==> config.mk <==
export PLATFORM = sky130hd
export DESIGN_NAME = regfile_wb_arbiter
export DESIGN_NICKNAME = d
export VERILOG_FILES = /design/src/rtl/regfile_wb_arbiter.sv
export SDC_FILE = /design/constraint.sdc
export NUM_CORES = 1
export LEC_CHECK = 0
export CELL_PAD_IN_SITES_DETAIL_PLACEMENT = 1
export CELL_PAD_IN_SITES_GLOBAL_PLACEMENT = 1
export CORE_MARGIN = 1
export CORE_UTILIZATION = 38
export DETAILED_ROUTE_END_ITERATION = 6
export GPL_ROUTABILITY_DRIVEN = 0
export PLACE_DENSITY_LB_ADDON = 0.05
export SLEW_MARGIN = 40
export SYNTH_ARGS = -nofsm -noshare
export SYNTH_HDL_FRONTEND = slang
export SYNTH_SLANG_ARGS = --single-unit
==> constraint.sdc <==
create_clock -name clk -period 3.1 [get_ports clk]
set_clock_uncertainty 0.05 [all_clocks]
set_input_delay 0.775 -clock clk [delete_from_list [all_inputs] [get_ports clk]]
set_output_delay 0.775 -clock clk [all_outputs]
set_load 0.01 [all_outputs]
==> src/rtl/regfile_wb_arbiter.sv <==
// Round-robin arbiter sharing the register-file write port between the ALU (A) and LSU (B) writeback slots.
// Optional forwarding outputs are enabled by defining WB_BYPASS_EN.
module regfile_wb_arbiter #(
    parameter int XLEN  = 32,
    parameter int AW    = 5,
    parameter int CNT_W = 16
) (
    input  logic             clk,
    input  logic             rst,
    input  logic             a_valid,
    output logic             a_ready,
    input  logic [AW-1:0]    a_rd,
    input  logic [XLEN-1:0]  a_data,
    input  logic             b_valid,
    output logic             b_ready,
    input  logic [AW-1:0]    b_rd,
    input  logic [XLEN-1:0]  b_data,
    output logic             wr_en,
    output logic [AW-1:0]    wr_rd,
    output logic [XLEN-1:0]  wr_data,
    input  logic [AW-1:0]    q_rs1,
    input  logic [AW-1:0]    q_rs2,
    output logic             rs1_pend,
    output logic             rs2_pend,
    output logic             last_grant,
    output logic [CNT_W-1:0] wr_count
`ifdef WB_BYPASS_EN
    ,
    output logic             rs1_fwd_valid,
    output logic             rs2_fwd_valid,
    output logic [XLEN-1:0]  rs1_fwd_data,
    output logic [XLEN-1:0]  rs2_fwd_data
`endif
);

    logic            slot_a_v;
    logic            slot_b_v;
    logic [AW-1:0]   slot_a_rd;
    logic [AW-1:0]   slot_b_rd;
    logic [XLEN-1:0] slot_a_data;
    logic [XLEN-1:0] slot_b_data;
    logic            ptr;
    logic            grant_a;
    logic            grant_b;
    logic            take_a;
    logic            take_b;

    function automatic logic [CNT_W-1:0] sat_inc(input logic [CNT_W-1:0] v);
        return (&v) ? v : v + {{(CNT_W-1){1'b0}}, 1'b1};
    endfunction

    // x0 is never a real hazard, so a zero index never matches.
    function automatic logic slot_hit(input logic v, input logic [AW-1:0] rd,
                                      input logic [AW-1:0] q);
        return v && (rd == q) && (q != '0);
    endfunction

    // ptr = 1 gives B priority when both slots hold a write.
    always_comb begin
        grant_a = slot_a_v && (!slot_b_v || !ptr);
        grant_b = slot_b_v && (!slot_a_v || ptr);
    end

    assign a_ready = !slot_a_v || grant_a;
    assign b_ready = !slot_b_v || grant_b;
    assign take_a  = a_valid && a_ready;
    assign take_b  = b_valid && b_ready;

    always_comb begin
        wr_en   = grant_a || grant_b;
        wr_rd   = '0;
        wr_data = '0;
        if (grant_a) begin
            wr_rd   = slot_a_rd;
            wr_data = slot_a_data;
        end else if (grant_b) begin
            wr_rd   = slot_b_rd;
            wr_data = slot_b_data;
        end
    end

    always_ff @(posedge clk or posedge rst) begin
        if (rst) begin
            slot_a_v   <= 1'b0;
            slot_b_v   <= 1'b0;
            ptr        <= 1'b0;
            last_grant <= 1'b0;
            wr_count   <= '0;
        end else begin
            if (take_a)       slot_a_v <= (a_rd != '0);
            else if (grant_a) slot_a_v <= 1'b0;
            if (take_b)       slot_b_v <= (b_rd != '0);
            else if (grant_b) slot_b_v <= 1'b0;
            if (grant_a || grant_b) begin
                ptr        <= grant_a;
                last_grant <= grant_b;
                wr_count   <= sat_inc(wr_count);
            end
        end
    end

    // Slot payload carries no reset; only the valid bits qualify it.
    always_ff @(posedge clk) begin
        if (take_a) begin
            slot_a_rd   <= a_rd;
            slot_a_data <= a_data;
        end
        if (take_b) begin
            slot_b_rd   <= b_rd;
            slot_b_data <= b_data;
        end
    end

    assign rs1_pend = slot_hit(slot_a_v, slot_a_rd, q_rs1) || slot_hit(slot_b_v, slot_b_rd, q_rs1);
    assign rs2_pend = slot_hit(slot_a_v, slot_a_rd, q_rs2) || slot_hit(slot_b_v, slot_b_rd, q_rs2);

`ifdef WB_BYPASS_EN
    logic m1a, m1b, m2a, m2b;

    // Two matching slots leave write order ambiguous, so forwarding is withheld.
    always_comb begin
        m1a           = slot_hit(slot_a_v, slot_a_rd, q_rs1);
        m1b           = slot_hit(slot_b_v, slot_b_rd, q_rs1);
        m2a           = slot_hit(slot_a_v, slot_a_rd, q_rs2);
        m2b           = slot_hit(slot_b_v, slot_b_rd, q_rs2);
        rs1_fwd_valid = m1a ^ m1b;
        rs2_fwd_valid = m2a ^ m2b;
        rs1_fwd_data  = '0;
        rs2_fwd_data  = '0;
        if (m1a && !m1b)      rs1_fwd_data = slot_a_data;
        else if (m1b && !m1a) rs1_fwd_data = slot_b_data;
        if (m2a && !m2b)      rs2_fwd_data = slot_a_data;
        else if (m2b && !m2a) rs2_fwd_data = slot_b_data;
    end
`endif

endmodule

# Yosys cells after proc, flatten, opt, wreduce, memory -nomap -nowiden
# Index checks and enable logic that the tools add are counted.
[classes]
n_mux = 8
n_bitwise = 1
n_reduce_logical = 30
addsub = 1
n_eq_ne = 4
[op_table]
columns = ["cell", "count"]
rows = [
  ["2-to-1 mux 32 bit", 2],
  ["== test 5 bit", 4],
  ["nonzero test 5 bit", 4],
  ["adder 16 x 1 -> 16 bit, second input constant", 1],
  ["AND reduction 16 bit", 1],
  ["logical AND 1 bit", 12],
  ["2-to-1 mux 5 bit", 2],
  ["logical OR 1 bit", 7],
  ["2-to-1 mux 1 bit", 4],
  ["nonzero test 2 bit", 2],
  ["logical NOT 1 bit", 3],
  ["AND reduction 2 bit", 1],
  ["NOT 1 bit", 1],
]
[totals]
reg_bits = 94
elab_cells = 53
output_inout_bits = 59
input_bits = 88

# Logic depth before layout (Yosys ltp)
# Gate-level depths: netlist of the first run.
[logic_depth]
depth_word = 6
ltp_mapped = 5
mapped_depth_nobuf = 5

# Least setup slack after synthesis of the first run
# No wires, ideal clock.
[synth_path]
kind = "input to output"
start = "input port q_rs2[0]"
end = "output port rs2_pend"
arrival_time_ns = 1.491
setup_slack_ns = 0.784
path_buffers = 0
path_stages = 4
required_time_ns = 2.275
path_cell_list = "xor2_1 > nor4_1 > nand3_1 > a21oi_1"
[synth_between]
elab_chain_len = 4
word_cells_on_any_way = 8
cone_classes = "2 x eq/ne; 6 x reduce/logical"
[synth_lines]
columns = ["item", "line", "text"]
rows = [
  ["start, declared", "22", "input logic [AW-1:0] q_rs2,"],
  ["== test 5 bit", "55", "return v && (rd == q) && (q != '0);"],
  ["logical AND 1 bit (2 in series)", "55", ""],
  ["logical OR 1 bit *", "115", "assign rs2_pend = slot_hit(slot_a_v, slot_a_rd, q_rs2) || slot_hit(slot_b_v, slot_b_rd, q_rs2);"],
  ["end, declared", "24", "output logic rs2_pend,"],
]
# Mark *: on every way between the ends. The rest lies on a longest branch, timed or not.

# Final worst setup path of the first run
[layout_path]
start = "input port q_rs1[1]"
end = "output port rs1_pend"
[layout_between]
elab_chain_len = 4
word_cells_on_any_way = 8
cone_classes = "2 x eq/ne; 6 x reduce/logical"
[layout_lines]
columns = ["item", "line", "text"]
rows = [
  ["start, declared", "21", "input logic [AW-1:0] q_rs1,"],
  ["== test 5 bit", "55", ""],
  ["logical AND 1 bit (2 in series)", "55", ""],
  ["logical OR 1 bit *", "114", "assign rs1_pend = slot_hit(slot_a_v, slot_a_rd, q_rs1) || slot_hit(slot_b_v, slot_b_rd, q_rs1);"],
  ["end, declared", "23", "output logic rs1_pend,"],
]
# Marked as above.

==> reports/metrics.yaml, run 1 <==
numnets_final: 495
dominant_combinational_cell_family_by_area_after_synthesis: "compound AO/OA/AOI/OAI gates"
syn_inst: 249
gr-total-overflow: 0
max_cap_violations: 0
run_status: "finished, final reports clean"
worstPathBufferInverterCount: 2
switching_share: 0.303
grt_usage: 0.204
cts_max_level: 3
timing.critical_path.slowest_stage_cell: "clkdlybuf4s50_1"
routed_metal_1_wire_length_um: 4290
postSynthAreaPerCell_um2: 15.5
antenna_found_initial: 0
postRouteAntennaNets: 0
postSynth.topFlopCell: "edfxtp_1"
cts_hold_repair.buffers: 0
chipHeight_um: 103
rsz_0062_raised_after_global_routing: "no"
synth_warnings: 0
routed-wl-met2_um: 5330
cts_num_sinks: 94
postSynth.asyncResetShare: 0.213
grt_pass1_wl_um: 15600
dp_hpwl_um: 7430
post_synth_instance_area_um2: 3870
hp-class: "reg2reg"
port-buffer-count: 146
routed_wire_length_per_instance_um: 19.3
drc: 0
clock-root-buffer: "clkbuf_8"
route.top_layer_used: "met4"
area_share_of_and_or_nand_nor_cells_after_synthesis: 0.0957
core_region_area_um2: 9820
initialDrtViolationCount: 90
hold_endpoint: "last_grant$_DFFE_PP0P_"
dp_slack_ns: -0.314
synth_fa_ha_area_frac: 0.00323
synth_cell_types: 39
power.internal_uw: 2720
areaGrowthSynthToFinish_pct: 49.4
timing.final.hold_violations: 0
floorplan.initialDensity: 0.394
pin_count: 147
diodes: 0
layout_common_cells: "143 x clkdlybuf4s50_1, 74 x edfxtp_1, 37 x a22o_1"
power.density_cell_area_nw_per_um2: 675
vias_per_cell: 5.08
synth.ff_latch_count: 94
critical_path_required_time_ns: 2.27
synth-compound-area-share: 0.102
grt_max_degree: 39
layout-drive-gt1-share: 0.0998
clk_transition_reported_paths_ns: 0.08
max_transition_viols_final: 0
max_root_sink_buffers: 2
critical_path.endpoint_type: "primary output"
largest_stage_delay_on_the_critical_path_ns: 0.47
worst_r2r_startpoint: "wr_count[1]$_DFFE_PP0P_"
filler_cell_count: 1011
setup_ws_ns: 0.103
worst_hold_startpoint: "last_grant$_DFFE_PP0P_"
post_synth_mux_area_share: 0.00970
final_setup_violating_endpoints: 0
proportion_of_power_drawn_by_combinational_gates: 0.349
ff2ff_setup_slack_ns: 1.14
timing.reg2reg.worst_path_depth: 5
p_leak_uw: 0.00216
yosysSeqAreaShare: 0.703
crit-reg2reg-capture: "wr_count[1]$_DFFE_PP0P_"
timing.critical_path.cells: "clkdlybuf4s50_1 -> xor2_1 -> nor4_1 -> nand3_1 -> a21oi_1 -> clkbuf_2"
tritoncts: "built"
layout.cells.most_common: "clkdlybuf4s50_1"
criticalPathCategory: "in2out"
first_global_vias: 2903
post-route-min-period_ns: 3.00
pwr-share-seq: 0.445
peakVddDrop_v: 0.000328
num_vias: 2765
slew_headroom: 0.646
num_rows: 36
setup.worst_path.start_class: "input pin"
postRouteWirelength_um: 10500
critPathArrivalTime_ns: 2.17
cp_max_fo: 3
p_switching_uw: 1180
detailroute.wirelength.met3_um: 635
dpl-instance-area_um2: 5600
finish.utilization: 0.589
hold-path-cell-count: 1
synth_edf_count: 74
finalCritPeriodShare: 0.967
measured_slew_at_the_worst_slew_check_pin_ns: 0.527
drt-pass1-iter-count: 6
width_of_the_die_um: 103
final_design_area_no_fill_um2: 5780
post_cts_buffers: 0
synth_xor_xnor_area_share: 0.0724
fmax_mhz: 334
insertion_delay_ns: 0.36
clkPwrFrac: 0.206
synth_nets: 338
cpLargestDelayFamily: "buffers and inverters"
cts_buffers: 9
die_area_um2: 10600
[stage by stage]
step	cells	setup TNS (ns)	hold slack (ns)	total power (uW)
after global placement	528	-0.402	0.424	3110
after detailed placement	528	-0.594	0.422	3150
final	544	0	0.436	3910
after floorplan	249	0	0.455	2320
after CTS	544	0	0.441	3950
after global routing	544	0	0.457	4100
[kinds of logic (layout without fill, tap and decap cells)]
| family | Yosys count | count (layout) |
|---|---|---|
| adders and majority gates | 1 | 1 |
| xor gates and xnor gates | 32 | 32 |
| and+or+nand+nor | 58 | 58 |
| buffers and inverters | 13 | 175 |
| AOI/OAI and AO/OA | 48 | 48 |
| DFF | 94 | 94 |
| muxes | 3 | 3 |
[cell type report]
class / instances / area (um^2) / area share
Clock inverter: 5 / 60.1 / 0.0104
Timing Repair Buffer: 155 / 1570 / 0.271
Inverter: 4 / 15.0 / 0.00260
Tap cell: 133 / 166 / 0.0288
Multi-Input combinational cell: 142 / 1120 / 0.193
Sequential cell: 94 / 2730 / 0.471
Clock buffer: 11 / 131 / 0.0227
[power groups by stage]
stage	logic, uW	registers [uW]	clock network, uW
CTS	1390	1740	825
global route	1460	1760	874
global placement	1360	1750	0
floorplan	585	1730	0
detailed placement	1380	1760	0
finish	1360	1740	806
[what timing repair did]
action                                  in CTS  in global routing
gates resized for setup                      5                  4
endpoints found under the setup margin       3                 10
pin swaps                                    2                  2
[how the worst max path moves through the flow]
stage / startpoint / to / slack [ns] / depth (start not counted)
floorplan: q_rs2[0] / rs2_pend / 0.78 / 4
global placement: q_rs1[0] / rs1_pend / -0.21 / 6
detailed placement: q_rs1[3] / rs1_pend / -0.31 / 6
CTS: q_rs2[2] / rs2_pend / 0.006 / 6
global route: slot_a_v$_DFFE_PP0P_ / wr_data[26] / 0.04 / 5
finish: q_rs1[1] / rs1_pend / 0.10 / 6
[flip-flops by register name (all words and copies together) (netlist names)]
signal       count
ptr              1
slot_b_rd        5
last_grant       1
wr_count        16
slot_a_data     32
slot_a_rd        5
slot_b_data     32
slot_b_v         1
slot_a_v         1
[metal layers]
layer,vias to the layer above,track usage
li1,1285,-
met5,-,0
met3,15,0.0590
met4,0,0.0748
met2,92,0.353
met1,1373,0.241
[synthesized netlist by cell type, types with 4 or more instances]
cell      instances  area [um^2]
edfxtp_1         74         2220
a22o_1           37          324
xor2_1           23          201
dfrtp_1          20          500
nand3_1          11         55.1
xnor2_1           9         78.8
nand2_1           6         22.5
and2_1            5         31.3
nand4_1           5         31.3
nor4_1            5         31.3
clkbuf_1          4         15.0
inv_1             4         15.0
nor3_1            4         20.0
or4_1             4         30.0
No activity file was read; power rests on OpenSTA's default activity.
==> run 2: changes to the inputs <==
- ABC_AREA: not set -> 1
- CORE_UTILIZATION: 38 -> 37
- MAX_ROUTING_LAYER: not set -> met4
- clock period: 3.1 -> 3.45 ns (I/O delays scaled with it)
==> reports/metrics.yaml, run 2 <==
numnets_final: 609  # +23%
hold-path-cell-count: 2  # +1
cts_max_level: 3  # unchanged
grt_max_degree: 39  # unchanged
design_power_total_uw: 3720  # -4.7%
die_area_um2: 11700  # +10%
synth_cell_types: 25  # -36%
fmax_mhz: 298
synth_most_common_cell: "nand2_1"
postSynth.topFlopCell: "edfxtp_1"
dp_slack_ns: 0.0434  # +0.357 ns
pin_count: 147  # unchanged
timing.final.hold_violations: 0  # unchanged
synth_warnings: 0  # unchanged
floorplan.initialDensity: 0.383  # -0.0117
num_vias: 3415  # +24%
synth_edf_count: 74  # unchanged
layout-drive-gt1-share: 0.0648  # -0.0350
rsz_0062_raised_after_global_routing: "no"
antenna_found_initial: 0  # unchanged
synth_top_area_cell: "edfxtp_1"
measured_slew_at_the_worst_slew_check_pin_ns: 0.490  # -0.0374 ns
postSynth.asyncResetShare: 0.213  # unchanged
final_setup_violating_endpoints: 0  # unchanged
clk_transition_reported_paths_ns: 0.08  # about the same
finish.utilization: 0.549  # -0.0396
run_status: "finished, final reports clean"
worst_r2r_startpoint: "slot_a_v$_DFFE_PP0P_"
hp-class: "reg2reg"
cpMostUsedCell: "clkdlybuf4s50_1"
worst_hold_startpoint: "last_grant$_DFFE_PP0P_"
yosys-top-cells-area: "edfxtp_1 53%, dfrtp_1 12%, a32o_1 7.7%, nand2_1 7.0%, inv_1 3.5%"
drc: 0  # unchanged
dp_hpwl_um: 8500  # +14%
timing.critical_path.cells: "clkdlybuf4s50_1 -> nor2_1 -> nor3_1 -> nand4_1 -> nand2_1 -> clkdlybuf4s50_1"
crit-reg2reg-capture: "slot_b_data[18]$_DFFE_PP_"
first_global_vias: 3651  # +26%
setup_ws_ns: 0.0910  # -0.0117 ns
cts_buffers: 9  # unchanged
insertion_delay_ns: 0.37  # about the same
post-route-min-period_ns: 3.36
gr-total-overflow: 0  # unchanged
timing.critical_path.slowest_stage_cell: "clkdlybuf4s50_1"
grt_pass1_wl_um: 18600  # +20%
critPathArrivalTime_ns: 2.45  # +0.28 ns
initialDrtViolationCount: 183  # +100%
diodes: 0  # unchanged
slew_headroom: 0.673  # +0.0276
yosysSeqAreaShare: 0.654  # -0.0496
layout_common_cells: "144 x clkdlybuf4s50_1, 78 x nand2_1, 74 x edfxtp_1"
synth_common_cells: "78 x nand2_1, 74 x edfxtp_1, 39 x inv_1"
port-buffer-count: 146  # unchanged
layoutNonFillerInstCount: 665  # +22%
ff2ff_setup_slack_ns: 1.37  # +0.23 ns
clock-root-buffer: "clkbuf_8"
tritoncts: "built"
post_synth_instance_area_um2: 4170  # +7.6%
power.density_cell_area_nw_per_um2: 622  # -7.9%
cp_max_fo: 4  # +1
core_region_area_um2: 10900  # +11%
cts_hold_repair.buffers: 0  # unchanged
p_leak_uw: 0.00231  # +7.2%
max_root_sink_buffers: 2  # unchanged
top_regs: "slot_a_data: 32 flops, slot_b_data: 32 flops, wr_count: 16 flops"
finalCritPeriodShare: 0.974
critical_path.endpoint_type: "primary output"
postSynthAreaPerCell_um2: 11.3  # -27%
final_tns_setup_ns: 0  # unchanged
synth_largest_type_area_fraction: 0.533  # -0.0405
largest_stage_delay_on_the_critical_path_ns: 0.56  # +0.09 ns
setup.worst_path.start_class: "input pin"
cts_num_sinks: 94  # unchanged
max_cap_violations: 0  # unchanged
post_cts_buffers: 0  # unchanged
width_of_the_die_um: 108  # +5.0%
post_cts_resize_count: 0  # -5
chipHeight_um: 108  # +5.0%
max_transition_viols_final: 0  # unchanged
timing.reg2reg.worst_path_depth: 5  # unchanged
criticalPathCategory: "in2out"
hold_endpoint: "last_grant$_DFFE_PP0P_"
dpl.cell_count: 649  # +23%
num_rows: 38  # +5.6%
peakVddDrop_v: 0.000305  # -6.8%
areaGrowthSynthToFinish_pct: 43.6
grt_usage: 0.221  # +0.0172
synth_nets: 458  # +36%
synth.ff_latch_count: 94  # unchanged
layout.cells.most_common: "clkdlybuf4s50_1"
timing.critical_path.from: "q_rs2[2]"
critical_path_required_time_ns: 2.54  # +0.27 ns
vias_per_cell: 5.14  # +1.0%
routed_wire_length_per_instance_um: 17.8  # -7.5%
postRouteAntennaNets: 0  # unchanged
postRouteWirelength_um: 11800  # +13%
syn_inst: 369  # +48%
drt-pass1-iter-count: 6  # unchanged
## run 2: cell count changes in the layout (fill, tap and decap cells not counted), sizes merged, moves of 5 or more
| cell | previous run | this run |
|---|---|---|
| nand2 | 6 | 84 |
| inv | 4 | 44 |
| a22o | 37 | 0 |
| a32o | 0 | 32 |
| nor2 | 5 | 37 |
| xor2 | 23 | 3 |
| o21ai | 2 | 13 |
| o22ai | 0 | 7 |
| nor4 | 6 | 0 |
| and2 | 5 | 0 |
## run 2: per-stage QoR
stage,area (um^2),hold WS (ns)
6_report,5980,0.450
2_1_floorplan,4170,0.467
3_5_place_dp,5780,0.425
4_1_cts,5970,0.448
3_3_place_gp,5780,0.423
5_1_grt,5980,0.503
## run 2: critical path, delay by kind of cell
| kind | cells | cell delay, ns |
|---|---|---|
| buf+inv | 2 | 1.09 |
| simple gates | 4 | 0.48 |
## run 2: kinds of logic (layout without fill, tap and decap cells)
family | Yosys count | in the layout | share of synthesized area
buf+inv | 54 | 210 | 0.0538
fa+ha+maj | 1 | 1 | 0.00300
simple gates | 156 | 156 | 0.163
xor+xnor | 9 | 9 | 0.0189
flops | 94 | 94 | 0.654
compound gates | 55 | 55 | 0.108
## run 2: worst max-delay path by stage
| stage | end | slack (ns) |
|---|---|---|
| floorplan | rs2_pend | 1.22 |
| global placement | rs1_pend | 0.15 |
| detailed placement | rs2_pend | 0.04 |
| CTS | rs2_pend | 0.04 |
| global route | rs2_pend | 0.02 |
| finish | rs2_pend | 0.09 |
## run 2: per-layer routing
metal  global-route usage  part of all wire  vias to the layer above  wire, um
li1                     -                 -                     1610         -
met1                0.263              0.42                     1678      5020
met2                0.358              0.50                      111      5870
met3               0.0597             0.065                       16       766
met4               0.0832             0.016                        0       193
met5                    -                 0                        -         0
## run 2: cell type report
class	count	area [um^2]
Fill cell	1190	4910
Tap cell	140	175
Inverter	43	161
Sequential cell	94	2720
Multi-Input combinational cell	221	1230
Clock inverter	6	61.3
Timing Repair Buffer	151	1500
Clock buffer	10	128
## run 2: where the power goes
group	internal [uW]	switching (uW)	leakage (uW)
Sequential	1420	118	0.000979
Combinational	728	728	0.00125
Clock	333	393	0.0000880
Total	2480	1240	0.00231
==> run 3: changes to the inputs <==
- PLACE_DENSITY_LB_ADDON: 0.05 -> 0.12
==> reports/metrics.yaml, run 3 (synthesis gave the netlist of run 2 again) <==
insertion_delay_ns: 0.35  # -0.02 ns
grt_max_degree: 39  # unchanged
grt_pass1_wl_um: 18700  # +0.41%
dp_hpwl_um: 8610  # +1.3%
chipHeight_um: 108  # unchanged
final_setup_violating_endpoints: 0  # unchanged
clock-root-buffer: "clkbuf_8"
timing.final.hold_violations: 0  # unchanged
max_transition_viols_final: 0  # unchanged
dp_slack_ns: 0.107  # +0.0637 ns
cpLargestDelayFamily: "buffers and inverters"
areaGrowthSynthToFinish_pct: 43.1
measured_slew_at_the_worst_slew_check_pin_ns: 0.547  # +0.0566 ns
num_rows: 38  # unchanged
cts_buffers: 9  # unchanged
cts_max_level: 3  # unchanged
layout_common_cells: "144 x clkdlybuf4s50_1, 78 x nand2_1, 74 x edfxtp_1"
worstPathBufferInverterCount: 2  # unchanged
first_global_vias: 3722  # +1.9%
finalCritPeriodShare: 0.946  # -0.0280
critical_path_required_time_ns: 2.54  # about the same
gr-total-overflow: 0  # unchanged
num_vias: 3414  # -0.029%
diodes: 0  # unchanged
timing.critical_path.slowest_stage_cell: "clkdlybuf4s50_1"
max_root_sink_buffers: 2  # unchanged
layout-drive-gt1-share: 0.0629  # -0.00190
port-buffer-count: 146  # unchanged
die_area_um2: 11700  # unchanged
initialDrtViolationCount: 144  # -21%
filler_cell_count: 1161  # -2.4%
power.density_cell_area_nw_per_um2: 615  # -1.1%
tritoncts: "built"
finish.utilization: 0.547  # -0.00195
setup.worst_path.start_class: "flip-flop"
core_region_area_um2: 10900  # unchanged
layout.cells.most_common: "clkdlybuf4s50_1"
clk_transition_reported_paths_ns: 0.10  # +0.02 ns
run_status: "finished, final reports clean"
width_of_the_die_um: 108  # unchanged
peakVddDrop_v: 0.000288  # -5.6%
final_tns_setup_ns: 0  # unchanged
fmax_mhz: 307  # +3.0%
max_cap_violations: 0  # unchanged
vias_per_cell: 5.13  # about the same
rsz_0062_raised_after_global_routing: "no"
routed_wire_length_per_instance_um: 17.8  # -0.11%
grt_usage: 0.221  # about the same
numnets_final: 609  # unchanged
drc: 0  # unchanged
critPathArrivalTime_ns: 2.35  # -0.10 ns
critical_path.endpoint_type: "primary output"
post-route-min-period_ns: 3.26  # -0.0966 ns
postRouteAntennaNets: 0  # unchanged
largest_stage_delay_on_the_critical_path_ns: 0.57  # about the same
pin_count: 147  # unchanged
design_power_total_uw: 3670  # -1.4%
postRouteWirelength_um: 11800  # -0.11%
hp-class: "reg2reg"
post_cts_buffers: 0  # unchanged
cts_num_sinks: 94  # unchanged
p_leak_uw: 0.00232  # +0.52%
cp_max_fo: 33  # +29
floorplan.initialDensity: 0.383  # unchanged
top_regs: "slot_a_data: 32 flops, slot_b_data: 32 flops, wr_count: 16 flops"
antenna_found_initial: 0  # unchanged
cts_hold_repair.buffers: 0  # unchanged
setup_ws_ns: 0.188  # +0.0966 ns
cpMostUsedCell: "nand2_1"
post_cts_resize_count: 0  # unchanged
drt-pass1-iter-count: 6  # unchanged
timing.critical_path.cells: "nand2_1 -> buf_4 -> nand2_1 -> o21ai_0 -> clkdlybuf4s50_1"
criticalPathCategory: "reg2out"
slew_headroom: 0.636  # -0.0377
==> run 3: per-stage QoR <==
step	hold WS [ns]	instance area [um^2]	cells
floorplan	0.467	4170	369
global placement	0.424	5780	649
detailed placement	0.424	5780	649
CTS	0.448	5950	665
global route	0.495	5960	665
finish	0.443	5960	665
==> run 3: final timing paths <==
kind	startpoint	end	slack, ns	cells past startpoint
setup / recovery	slot_b_v$_DFFE_PP0P_	wr_rd[3]	0.19	5
hold / removal	last_grant$_DFFE_PP0P_	last_grant$_DFFE_PP0P_	0.44	2
setup reg to reg	slot_a_v$_DFFE_PP0P_	slot_a_rd[1]$_DFFE_PP_	1.52	5
hold reg to reg	last_grant$_DFFE_PP0P_	last_grant$_DFFE_PP0P_	0.44	2
max in group asynchronous	rst	slot_a_v$_DFFE_PP0P_	2.26	2
min in group asynchronous	rst	wr_count[0]$_DFFE_PP0P_	0.77	2
==> run 3: routing by layer <==
layer / global-route usage / share of wire / vias to the layer above
met5: - / 0 / -
met4: 0.0783 / 0.013 / 0
met3: 0.0567 / 0.069 / 9
met2: 0.372 / 0.51 / 119
met1: 0.255 / 0.41 / 1670
li1: - / - / 1616
==> run 3: report_power, final <==
part           total [uW]  switching [uW]  leakage [uW]  internal, uW
Combinational        1460             733       0.00126           731
Sequential           1540             115      0.000979          1420
Clock                 667             400     0.0000851           267
==> run 3: final cells by class <==
class / count / area [um^2] / share of cell area
flip-flops and latches: 94 / 2720 / 0.457
inverters: 43 / 161 / 0.0271
clock buffers: 10 / 128 / 0.0214
repair buffers: 151 / 1500 / 0.252
multi-input cells: 221 / 1230 / 0.206
clock inverters: 6 / 42.5 / 0.00714
well taps: 140 / 175 / 0.0294
==> run 3: worst min-delay path, cell delays in order, from the launching register on <==
cell and delay (ns):
dfrtp_1 0.36, nand2_1 0.06, nand2_1 0.05
